**src/rtl/div_pkg.sv**
```systemverilog
// Shared types, status codes and sign-magnitude field helpers for the shared
// iterative divider controller.
package div_pkg;

  typedef enum logic [1:0] {
    IDLE,
    CALC,
    DONE
  } state_t;

  localparam logic [3:0] STAT_OK   = 4'b0000;
  localparam logic [3:0] STAT_DIV0 = 4'b1000;

  // Operands arrive zero-extended to 32 bits; m is the operand width.
  function automatic logic sign_of(input logic [31:0] x, input int m);
    return x[m-1];
  endfunction

  function automatic logic [31:0] mag_of(input logic [31:0] x, input int m);
    return x & ((32'd1 << (m - 1)) - 32'd1);
  endfunction

endpackage

```
**src/rtl/div_iter_core.sv**
```systemverilog
// Restoring divider on unsigned magnitudes: one quotient bit per clock, MSB
// first, starting on the edge after i_load.
module div_iter_core #(
  parameter int W = 7
) (
  input  logic         i_clk,
  input  logic         i_rst_n,
  input  logic         i_load,
  input  logic [W-1:0] i_dividend_mag,
  input  logic [W-1:0] i_divisor_mag,
  output logic [W-1:0] o_quot,
  output logic         o_last
);

  localparam int CW = (W > 1) ? $clog2(W) : 1;

  logic [W-1:0]  rem_q;
  logic [W-1:0]  quot_q;
  logic [W-1:0]  div_q;
  logic [CW-1:0] cnt_q;
  logic          active_q;
  logic [W:0]    trial;
  logic          take;
  logic [W-1:0]  rem_next;

  // The dividend is shifted out of quot_q while quotient bits shift in; trial
  // is the full-width partial remainder for the current step.
  always_comb begin
    trial    = {rem_q, quot_q[W-1]};
    take     = (trial >= {1'b0, div_q});
    rem_next = take ? (trial[W-1:0] - div_q) : trial[W-1:0];
  end

  // NOTE: sequential state uses non-blocking assignments so every register
  // samples pre-edge values regardless of statement order.
  always_ff @(posedge i_clk) begin
    if (!i_rst_n) begin
      rem_q    <= '0;
      quot_q   <= '0;
      div_q    <= '0;
      cnt_q    <= '0;
      active_q <= 1'b0;
    end else if (i_load) begin
      rem_q    <= '0;
      quot_q   <= i_dividend_mag;
      div_q    <= i_divisor_mag;
      cnt_q    <= CW'(W - 1);
      active_q <= 1'b1;
    end else if (active_q) begin
      rem_q  <= rem_next;
      quot_q <= {quot_q[W-2:0], take};
      if (cnt_q == '0) active_q <= 1'b0;
      else             cnt_q    <= cnt_q - 1'b1;
    end
  end

  assign o_quot = quot_q;
  assign o_last = active_q && (cnt_q == '0);

endmodule

```
**src/rtl/div_share_ctrl.sv**
```systemverilog
// Round-robin controller sharing one iterative sign-magnitude divider between
// N requesters; returns quotient and status to the granted requester.
module div_share_ctrl
  import div_pkg::*;
#(
  parameter int M = 8,
  parameter int K = 8,
  parameter int N = 2
) (
  input  logic                i_clk,
  input  logic                i_rst_n,
  input  logic [N-1:0]        i_req,
  input  logic [N-1:0][M-1:0] i_arg_A,
  input  logic [N-1:0][M-1:0] i_arg_B,
  output logic [N-1:0]        o_gnt,
  output logic [N-1:0]        o_done,
  output logic [K-1:0]        o_result,
  output logic [3:0]          o_status,
  output logic                o_busy
);

  localparam int MW = M - 1;
  localparam int PW = $clog2(N);

  if (K != M) begin : g_bad_width
    $error("div_share_ctrl: K must equal M");
  end
  if (N < 2 || N > 4) begin : g_bad_count
    $error("div_share_ctrl: N must be in 2..4");
  end

  state_t        state_q, state_d;
  logic [PW-1:0] last_q, owner_q, win;
  logic          any_req, capture, b_zero;
  logic          sign_q, div0_q;
  logic [K-1:0]  result_q, done_result;
  logic [3:0]    status_q, done_status;
  logic [M-1:0]  a_sel, b_sel;
  logic [MW-1:0] core_quot;
  logic          core_last;

  // Round-robin search starts one past the last served requester and wraps.
  // NOTE: every combinational output gets a default first, so no path leaves
  // a variable unassigned and no latch is inferred.
  always_comb begin
    win     = last_q;
    any_req = 1'b0;
    for (int k = 1; k <= N; k++) begin
      if (!any_req && i_req[(int'(last_q) + k) % N]) begin
        any_req = 1'b1;
        win     = PW'((int'(last_q) + k) % N);
      end
    end
  end

  assign a_sel   = i_arg_A[win];
  assign b_sel   = i_arg_B[win];
  assign b_zero  = (MW'(mag_of(32'(b_sel), M)) == '0);
  assign capture = (state_q == IDLE) && any_req;

  div_iter_core #(.W(MW)) u_core (
    .i_clk          (i_clk),
    .i_rst_n        (i_rst_n),
    .i_load         (capture && !b_zero),
    .i_dividend_mag (MW'(mag_of(32'(a_sel), M))),
    .i_divisor_mag  (MW'(mag_of(32'(b_sel), M))),
    .o_quot         (core_quot),
    .o_last         (core_last)
  );

  always_ff @(posedge i_clk) begin
    if (!i_rst_n) state_q <= IDLE;
    else          state_q <= state_d;
  end

  always_comb begin
    state_d = state_q;
    unique case (state_q)
      IDLE:    if (any_req) state_d = b_zero ? DONE : CALC;
      CALC:    if (core_last) state_d = DONE;
      DONE:    state_d = IDLE;
      default: state_d = IDLE;
    endcase
  end

  // Capture side: grant pulse, owner, pointer and result sign of the winner.
  always_ff @(posedge i_clk) begin
    if (!i_rst_n) begin
      o_gnt    <= '0;
      owner_q  <= '0;
      last_q   <= PW'(N - 1);
      sign_q   <= 1'b0;
      div0_q   <= 1'b0;
      result_q <= '0;
      status_q <= STAT_OK;
    end else begin
      o_gnt <= '0;
      if (capture) begin
        o_gnt   <= N'(1) << win;
        owner_q <= win;
        last_q  <= win;
        sign_q  <= sign_of(32'(a_sel), M) ^ sign_of(32'(b_sel), M);
        div0_q  <= b_zero;
      end
      if (state_q == DONE) begin
        result_q <= done_result;
        status_q <= done_status;
      end
    end
  end

  assign done_result = div0_q ? '0 : {sign_q, core_quot};
  assign done_status = div0_q ? STAT_DIV0 : STAT_OK;

  // Result is presented live in DONE and held from the register afterwards.
  always_comb begin
    o_busy   = (state_q != IDLE);
    o_done   = '0;
    o_result = result_q;
    o_status = status_q;
    if (state_q == DONE) begin
      o_done[owner_q] = 1'b1;
      o_result        = done_result;
      o_status        = done_status;
    end
  end

endmodule

```
**config.mk**
```make
export PLATFORM = sky130hd
export DESIGN_NAME = div_share_ctrl
export DESIGN_NICKNAME = d
export VERILOG_FILES = /design/src/rtl/div_pkg.sv /design/src/rtl/div_iter_core.sv /design/src/rtl/div_share_ctrl.sv
export SDC_FILE = /design/constraint.sdc
export NUM_CORES = 1
export LEC_CHECK = 0
export ABC_AREA = 1
export ABC_CLOCK_PERIOD_IN_PS = 1820
export BUFFER_PORTS_ARGS = -buffer_cell sky130_fd_sc_hd__buf_2
export CORE_UTILIZATION = 45
export DETAILED_ROUTE_END_ITERATION = 10
export PLACE_DENSITY = 0.7
export SLEW_MARGIN = 10
export SYNTH_ARGS = -nofsm -noshare
export SYNTH_HDL_FRONTEND = slang
export SYNTH_HIERARCHICAL = 1
export SYNTH_SLANG_ARGS = --single-unit
```
**constraint.sdc**
```tcl
create_clock -name i_clk -period 1.82 [get_ports i_clk]
set_input_delay 0.091 -clock i_clk [delete_from_list [all_inputs] [get_ports i_clk]]
set_output_delay 0.091 -clock i_clk [all_outputs]
set_load 0.05 [all_outputs]
```
[Yosys cells after proc, flatten, opt, wreduce, memory -nomap -nowiden]
Cells that the tools add are included.
Word-level totals
  register bits after elaboration: 45
Operators by class
  $add $sub $neg: 4
  magnitude comparators: 6
  equal/unequal tests: 5
  shifts and indexed selects: 1
  muxes and demuxes: 34
  bitwise gates (word level): 5
  reduce and logical (&&, ||, !) cells: 17
Operators with widths (count)
  $mux 8: 6
  $mux 7: 3
  $mux 1: 14
  $mux 3: 3
  $ge 8x7->1: 1
  $mux 2: 4
  $mux 4: 2
  $reduce_and 2->1: 4
  $logic_not 7->1: 1
  $sub 7x7->7: 1
  $lt 2x3->1 const B: 2
  $logic_and 1x1->1: 5
  $lt 1x2->1 const B: 2
  $ne 2x2->1 const B: 2
  $pmux 2 s2: 1
  $reduce_bool 2->1: 2
  $logic_not 3->1: 1
  $sub 3x1->3 const B: 1
  $add 1x1->1 const B: 2
  $and 1x1->1 const A: 2
  $eq 2x1->1 const B: 1
  $eq 2x2->1 const B: 1
  $logic_not 1->1: 2
  $logic_not 2->1: 1
  7 further kinds: 8

[Longest topological paths before layout]
Gate-level depths: netlist of run 1.
  depth after elaboration: 16
  depth in mapped cells: 16

[Hierarchy]
The synthesis of run 1 kept the hierarchy.
By module, submodules not included
  div_iter_core: instances 1, cells an instance 203, area each 1425.1 µm²
  div_share_ctrl: instances 1, cells an instance 170, area each 1089.8 µm²

[Worst setup path before layout of run 1]
Ideal clock, no wire load.
  path type: register to register
  from: register last_q
  to: register u_core.quot_q[3], in the netlist u_core/o_quot[3]
  arrival: 1854 ps
  data required time: 1755 ps
  setup slack: -99 ps
  stages on the path, launching flop included: 16
  buffers on the path: 3
  period minus slack after synthesis: 1919 ps
  path through: dfxtp_1 nand2_2 o21ai_2 buf_8 nand2_4 nand2_2 nand2_2 nor2_2 nand2_2 nand2_2 inv_2 buf_2 inv_1 clkbuf_1 o221ai_1 nor2_1
Between the ends
  longest elaborated chain between the ends: 14
  elaborated cells between the ends (all ways): 24
  classes of those cells: 2 x add/sub; 15 x mux; 7 x reduce/logical
RTL lines
  start: declaration: line div_share_ctrl.sv:33  | logic [PW-1:0] last_q, owner_q, win;
  start signal: assignment: line div_share_ctrl.sv:91  | last_q <= PW'(N - 1);
  start signal: assignment: line div_share_ctrl.sv:101  | last_q <= win;
  $add 1x1->1: line div_share_ctrl.sv:49, div_share_ctrl.sv:51
  $mux 1 (implied by the code) (3 in series): line div_share_ctrl.sv:49  | if (!any_req && i_req[(int'(last_q) + k) % N]) begin
  $mux 1: line div_share_ctrl.sv:49
  $logic_not 1->1: line div_share_ctrl.sv:49
  $logic_and 1x1->1: line div_share_ctrl.sv:49
  $mux 1: line div_share_ctrl.sv:49
  $mux 8 (implied by the code) (2 in series): line div_share_ctrl.sv:57  | assign b_sel = i_arg_B[win];
  $logic_not 7->1: line div_share_ctrl.sv:58  | assign b_zero = (MW'(mag_of(32'(b_sel), M)) == '0);
  $logic_not 1->1: line div_share_ctrl.sv:64  | .i_load (capture && !b_zero),
  $logic_and 1x1->1: line div_share_ctrl.sv:64
  $mux 7 / $reduce_bool 2->1 (equally long branches)
  end signal: assignment: line div_iter_core.sv:45  | quot_q <= i_dividend_mag;
  end signal: assignment: line div_iter_core.sv:51  | quot_q <= {quot_q[W-2:0], take};
  end: declaration: line div_iter_core.sv:18  | logic [W-1:0] quot_q;
Parallel ways exist; a longest one is shown, timed or not. The select of a mux whose other input is x is not followed.
A chain may end at the register's enable or synchronous reset.

[Final worst setup path of run 1]
  from: register u_core.quot_q[6], in the netlist u_core/o_quot[6]
  to: register u_core.rem_q[3]
Between the ends
  longest elaborated chain between the ends: 2
  elaborated cells between the ends (all ways): 3
  classes of those cells: 1 x add/sub; 1 x order compare; 1 x mux
RTL lines
  $sub 7x7->7 / $ge 8x7->1 (equally long branches): line div_iter_core.sv:31, div_iter_core.sv:30
  $mux 7 (*): line div_iter_core.sv:31  | rem_next = take ? (trial[W-1:0] - div_q) : trial[W-1:0];
  end signal: assignment: line div_iter_core.sv:50  | rem_q <= rem_next;
  end: declaration: line div_iter_core.sv:17  | logic [W-1:0] rem_q;
Mark *: on every way between the ends. The rest lies on a longest branch, timed or not.

==> results of run 1 <==
-- logic make-up (layout without fill, tap and decap cells) --
family          count (synthesis)  after routing  synth area share (%)
compound gates                 63             64                  15.0
fa+ha+maj                       8              8                  4.28
xor+xnor                        4              4                  1.39
buf+inv                        78            158                  12.6
simple gates                  175            176                  30.9
flops                          45             45                  35.8
-- per-layer routing --
metal	vias up	global-route usage, %
met5	-	0
met4	0	7.31
met3	7	3.81
met2	58	35.0
met1	1116	25.9
li1	1344	-
-- final timing paths --
| path | cells past startpoint | startpoint | end | slack [ps] |
|---|---|---|---|---|
| setup / recovery | 12 | u_core/o_quot[6] | u_core/rem_q[3] | 6 |
| hold / removal | 4 | i_arg_B[7] | sign_q | 160 |
| setup reg to reg | 12 | u_core/o_quot[6] | u_core/rem_q[3] | 6 |
| hold reg to reg | 2 | status_q[2] | status_q[2] | 450 |
-- layout make-up --
class / instances / share of cell area (%)
multi-input cells: 252 / 44.2
clock inverters: 2 / 0.443
inverters: 67 / 7.68
repair buffers: 82 / 16.1
repair inverters: 1 / 0.111
well taps: 70 / 2.58
flip-flops and latches: 45 / 26.7
clock buffers: 6 / 2.14
-- cell usage after synthesis, drive strengths merged --
cell type	count	area share, %
clkinv	1	0.15
o2111ai	1	0.35
or2	5	1.2
o221ai	6	2.1
a31oi	2	0.50
clkbuf	5	0.75
a31o	1	0.35
o21ai	17	3.5
dfxtp	45	36
xnor2	3	1.0
buf	6	1.9
nand3b	5	1.5
ha	7	3.5
nor2	32	5.5
nand3	11	2.8
nand4	3	0.75
inv	66	9.9
a21oi	33	6.9
nand2	111	18
nor3	8	1.6
fa	1	0.80
xor2	1	0.35
o211ai	2	0.99
a211oi	1	0.30
-- timing repair --
action	4_1_cts	5_1_grt
resized for setup	10	41
cloned	1	3
endpoints found under the setup margin	7	35
pin swaps	0	13
buffers inserted	0	4
hold buffers	0	0
-- power by group --
group	switching (mW)	total, mW	internal [mW]
clock network	0.346	0.617	0.271
registers	0.0802	1.17	1.09
logic	0.891	1.60	0.704
-- through the flow --
| step | setup TNS [ps] | std cells | hold WS (ps) |
|---|---|---|---|
| finish | 0 | 525 | 160 |
| global route | -519 | 525 | 194 |
| CTS | 0 | 518 | 138 |
| detailed placement | -565 | 509 | 436 |
| global placement | -380 | 509 | 432 |
| floorplan | 0 | 373 | 194 |
-- worst min-delay path, stage by stage --
cell	delay [ps]
sky130_fd_sc_hd__buf_2	80
sky130_fd_sc_hd__xor2_1	50
sky130_fd_sc_hd__o21ai_0	150
sky130_fd_sc_hd__nand2_1	50
-- registers in the layout, indices dropped and copies added, names as in the netlist --
name / cells
last_q: 1
u_core/div_q: 7
u_core/cnt_q: 3
u_core/o_quot: 7
state_q: 2
status_q: 4
o_gnt: 2
result_q: 8
sign_q: 1
owner_q: 1
u_core/active_q: 1
u_core/rem_q: 7
div0_q: 1
==> results.ini, run 1 <==
[worst_setup_path]
crit_type = flip-flop to flip-flop
timing.critical_path.arrival_ps = 2010
worstPathCellList = inv_2 -> ha_4 -> fa_2 -> inv_2 -> nand2_4 -> nand2_4 -> nand3_4 -> nand3_4 -> buf_12 -> o21ai_2 -> o21ai_1 -> inv_1
worst_setup_path_end_kind = flip-flop
timing.critical_path.from_type = flip-flop
cp_max_fo = 5
worst_path_dominant_cell_family = adder cells
crit_path_max_incr_delay_ps = 350
cp_slowest_cell = sky130_fd_sc_hd__dfxtp_2
critPathRequiredTime_ps = 2020
worstPathBufferInverterCount = 4

[sta]
final_max_slew_viol_count = 0
report.final.setup_viol = 0
finalCriticalPeriod_ps = 1810
rsz0062_at_grt = true
worst_pin_slew_ps = 589
timing.clock.skew_ps = 12.2
post_route_clock_period_utilization_pct = 99.7
timing.final.ws_setup_ps = 6.30
max-slew-margin-rel_pct = 60.7
final-hold-violation-count = 0
achievable-frequency_mhz = 551

[global_routing]
antenna_found_initial = 0
grt_use_total_pct = 20.6
grt_remaining_overflow = 0
pin_count_of_the_biggest_net_entering_global_routing = 22
grt_pass1_wl_um = 9850
first_global_vias = 2341

[final_layout]
layout.cells.most_common_list = sky130_fd_sc_hd__nand2_1 (97), sky130_fd_sc_hd__inv_1 (60), sky130_fd_sc_hd__buf_2 (50), sky130_fd_sc_hd__dfxtp_1 (43), sky130_fd_sc_hd__a21oi_1 (30)
drive_above_1_share_pct = 32.1
fin_nets = 498
final_common_cell = sky130_fd_sc_hd__nand2_1
multiInputGateArea_um2 = 1500
layout.core_utilization_pct = 64.7
syn_to_final_growth_pct = 34.7
count_of_inserted_antenna_diode_cells = 0
num-fill-cells = 470
final_design_area_no_fill_um2 = 3390
regArea_um2 = 906

[routing]
dr.pass1.iters = 6
highest_metal_layer_with_signal_wires = met4
vias = 2525
dr_wl_met2_um = 2780
route.met3.wl_um = 226
drt-initial-drc-count = 84
drc = 0
routed_wire_length_um = 5900
wl_per_cell_um = 11.2
route.antenna.remaining_nets = 0
routedLengthMet1_um = 2790
routed_via_density = 4.81

[synthesis]
syn-num-nets = 417
post_synth_inst_count = 373
post_synth_instance_area_um2 = 2510
mean_instance_size_in_the_synthesized_netlist_um2 = 6.74
synth_cell_types = 38
yosys_warnings = 6
synth-seq-area-share_pct = 35.8
synth.ff_latch_count = 45

[power]
total_power_mw = 3.39
power_per_cell_area_nw_per_um2 = 999
total_leakage_power_nw = 1.72
ir_worst_vdd_uv = 537

[clock_network]
clock_sink_count = 45
worst_skew_pair.late_latency_ps = 300
cts.clk_slew.worst_paths_ps = 90
clock_tree_from_tritoncts = built
clock_path_buffers = 2
cts_root_buf = sky130_fd_sc_hd__clkbuf_8
total_number_of_h_tree_levels = 2
cts_inserted_buffers = 5

[place]
gpl.final_weighted_congestion = 0.802
dp_worst_setup_slack_ps = -119
port_buffers = 52
place_hpwl_um = 4260
placedInstanceArea_um2 = 3020

[min_path]
hp-class = primary input to flip-flop

[floorplan]
num_rows = 26
starting_utilization_of_the_core_area_pct = 48.0
placeableCoreArea_um2 = 5240
die_x_um = 76.8
die_height_um = 76.8
design.portCount = 53
die_area_um2 = 5890

[outcome]
result_of_the_run = finished, final reports clean

[run]
timing.max_cap.violations = 0

Note: power is estimated with default switching activity, not from simulation.
==> run 2: changes to the inputs <==
CORE_ASPECT_RATIO = 0.7   (was unset)
HOLD_SLACK_MARGIN = 0.15   (was unset)
==> run 2 against run 1 <==
- clock-buffer cell count fell by 1
- sequential power barely moved
- cell count rose by 1.3%
- die area barely moved
- global-route usage rose by 0.97 points
- setup slack improved by 20 ps
- via count rose by 1.4%
- critical path type unchanged
==> results.ini, run 2 (synthesized netlist as in run 1, its figures left out) <==
[floorplan]
die_x_um = 91.4  ; +19%
die_area_um2 = 5900  ; about the same
die_height_um = 64.5  ; -16%
design.portCount = 53  ; unchanged
starting_utilization_of_the_core_area_pct = 47.3  ; -0.68 points
placeableCoreArea_um2 = 5310  ; +1.4%
num_rows = 22  ; -15%

[routing]
drt-initial-drc-count = 104  ; +24%
vias = 2561  ; +1.4%
routed_wire_length_um = 6290  ; +6.6%
wl_per_cell_um = 11.8  ; +5.2%
dr.pass1.iters = 4  ; -2
drc = 0  ; unchanged
route.antenna.remaining_nets = 0  ; unchanged
routed_via_density = 4.81  ; about the same

[sta]
max-slew-margin-rel_pct = 62.0  ; +1.3 points
worst_pin_slew_ps = 569  ; -20.0 ps
final_max_slew_viol_count = 0  ; unchanged
rsz0062_at_grt = true
finalCriticalPeriod_ps = 1790  ; -20.5 ps
post_route_clock_period_utilization_pct = 98.5  ; -1.1 points
timing.final.ws_setup_ps = 26.8  ; +20.5 ps
timing.clock.skew_ps = 10.1  ; -2.11 ps
hold_slack_ps = 168  ; +8.28 ps
report.final.setup_viol = 0  ; unchanged
finalSetupTns_ps = 0  ; unchanged
achievable-frequency_mhz = 558  ; +1.1%
final-hold-violation-count = 0  ; unchanged

[worst_setup_path]
worstRegToRegCells = 13  ; +1
critPathRequiredTime_ps = 2000  ; -20 ps
timing.critical_path.from_type = flip-flop
timing.critical_path.arrival_ps = 1970  ; -40 ps
r2r_start = u_core/o_quot[6]
worst_setup_path_end_kind = flip-flop
crit_type = flip-flop to flip-flop
rrSetupSlack_ps = 30  ; +20 ps
cp_max_fo = 3  ; -2
worstReg2RegEnd = u_core/rem_q[6]

[place]
placedInstanceArea_um2 = 3020  ; -0.17%
place_hpwl_um = 4470  ; +4.9%
gpl.final_weighted_congestion = 0.858  ; +7.0%
place_inst = 510  ; +0.20%
port_buffers = 52  ; unchanged
dp_worst_setup_slack_ps = -76.1  ; +42.5 ps

[power]
ir_worst_vdd_uv = 450  ; -16%
total_leakage_power_nw = 1.75  ; +1.9%
power_per_cell_area_nw_per_um2 = 1030  ; +2.7%

[min_path]
min_from = i_arg_B[7]
timing.hold.worst_endpoint = sign_q
hp-class = primary input to flip-flop
timing.hold.worst_path_depth = 4  ; unchanged

[clock_network]
clock_sink_count = 45  ; unchanged
worst_skew_pair.late_latency_ps = 290  ; about the same
clock_path_buffers = 2  ; unchanged
total_number_of_h_tree_levels = 2  ; unchanged
cts.clk_slew.worst_paths_ps = 90  ; about the same
cts_inserted_buffers = 5  ; unchanged
cts_root_buf = sky130_fd_sc_hd__clkbuf_8
clock_tree_from_tritoncts = built

[final_layout]
num-fill-cells = 487  ; +3.6%
layout.cells.most_common_list = sky130_fd_sc_hd__nand2_1 (98), sky130_fd_sc_hd__inv_1 (59), sky130_fd_sc_hd__buf_2 (47), sky130_fd_sc_hd__dfxtp_1 (43), sky130_fd_sc_hd__a21oi_1 (30)
syn_to_final_growth_pct = 36.8
multiInputGateArea_um2 = 1460  ; -2.6%
layoutNonFillerInstCount = 532  ; +1.3%
count_of_inserted_antenna_diode_cells = 0  ; unchanged
final_design_area_no_fill_um2 = 3440  ; +1.5%
final_common_cell = sky130_fd_sc_hd__nand2_1
largest_register_ffs = 8  ; unchanged
fin_nets = 504  ; +1.2%
regArea_um2 = 906  ; unchanged
regMostFlops = result_q
drive_above_1_share_pct = 32.6  ; +0.52 points

[global_routing]
antenna_found_initial = 0  ; unchanged
grt_use_total_pct = 21.6  ; +0.97 points
grt_pass1_wl_um = 10200  ; +3.5%
pin_count_of_the_biggest_net_entering_global_routing = 17  ; -23%
grt_remaining_overflow = 0  ; unchanged
first_global_vias = 2265  ; -3.2%

[run]
timing.max_cap.violations = 0  ; unchanged

[outcome]
result_of_the_run = finished, final reports clean

==> run 2: area by class of cell <==
| cell class | count | share of cell area (%) |
|---|---|---|
| multi-input combinational | 251 | 42.4 |
| sequential | 45 | 26.3 |
| timing repair buffer | 90 | 18.0 |
| inverter | 67 | 7.60 |
| tap | 72 | 2.62 |
| clock buffer | 5 | 2.00 |
| clock inverter | 2 | 1.02 |
==> run 2: critical path: stages (launching register included) <==
cell	delay, ps
sky130_fd_sc_hd__dfxtp_2	340
sky130_fd_sc_hd__inv_2	50
sky130_fd_sc_hd__ha_4	160
sky130_fd_sc_hd__fa_2	350
sky130_fd_sc_hd__inv_2	70
sky130_fd_sc_hd__nand2_2	60
sky130_fd_sc_hd__nand2_2	90
sky130_fd_sc_hd__nand3_4	90
sky130_fd_sc_hd__nand3_4	120
sky130_fd_sc_hd__buf_6	120
sky130_fd_sc_hd__buf_4	90
sky130_fd_sc_hd__nand3_2	40
sky130_fd_sc_hd__nand3_1	60
sky130_fd_sc_hd__a21oi_1	60
==> run 2: repair_timing <==
item,in CTS,in global routing
hold endpoints to repair,5,0
pin swaps,0,14
cloned,1,1
setup buffers,2,9
setup endpoints to repair,15,30
hold buffers,2,0
resized for setup,10,41
==> run 2: per-stage QoR <==
stage | util (%) | power (mW)
4_1_cts | 60.6 | 3.34
5_1_grt | 64.7 | 3.77
2_1_floorplan | - | 2.05
3_5_place_dp | 56.8 | 2.44
3_3_place_gp | 56.8 | 2.42
6_report | 64.7 | 3.53
==> run 2: report_power, final <==
part / leakage [nW] / switching [mW] / total [mW] / internal, mW
clock: 0.0540 / 0.320 / 0.719 / 0.399
sequential: 0.370 / 0.0764 / 1.17 / 1.09
combinational: 1.33 / 0.901 / 1.64 / 0.741
==> run 2: routing by layer <==
layer / share of wire, % / wire length [um] / up-vias / track usage, %
met5: 0 / 0 / - / 0
met4: 1.1 / 71 / 0 / 4.76
met3: 4.7 / 295 / 8 / 4.23
met2: 44 / 2780 / 77 / 34.1
met1: 50 / 3140 / 1126 / 30.5
li1: - / - / 1350 / -
==> run 2: how the worst max path moves through the flow <==
stage	startpoint	to	slack [ps]	cells past startpoint
after floorplan	last_q	u_core/rem_q[3]	6	16
after global routing	u_core/rem_q[4]	u_core/rem_q[3]	-70	10
after detailed placement	u_core/o_quot[6]	u_core/rem_q[3]	-80	12
final	u_core/o_quot[6]	u_core/rem_q[6]	30	13
after global placement	u_core/o_quot[6]	u_core/rem_q[3]	-20	12
after CTS	u_core/div_q[5]	u_core/rem_q[3]	-10	11
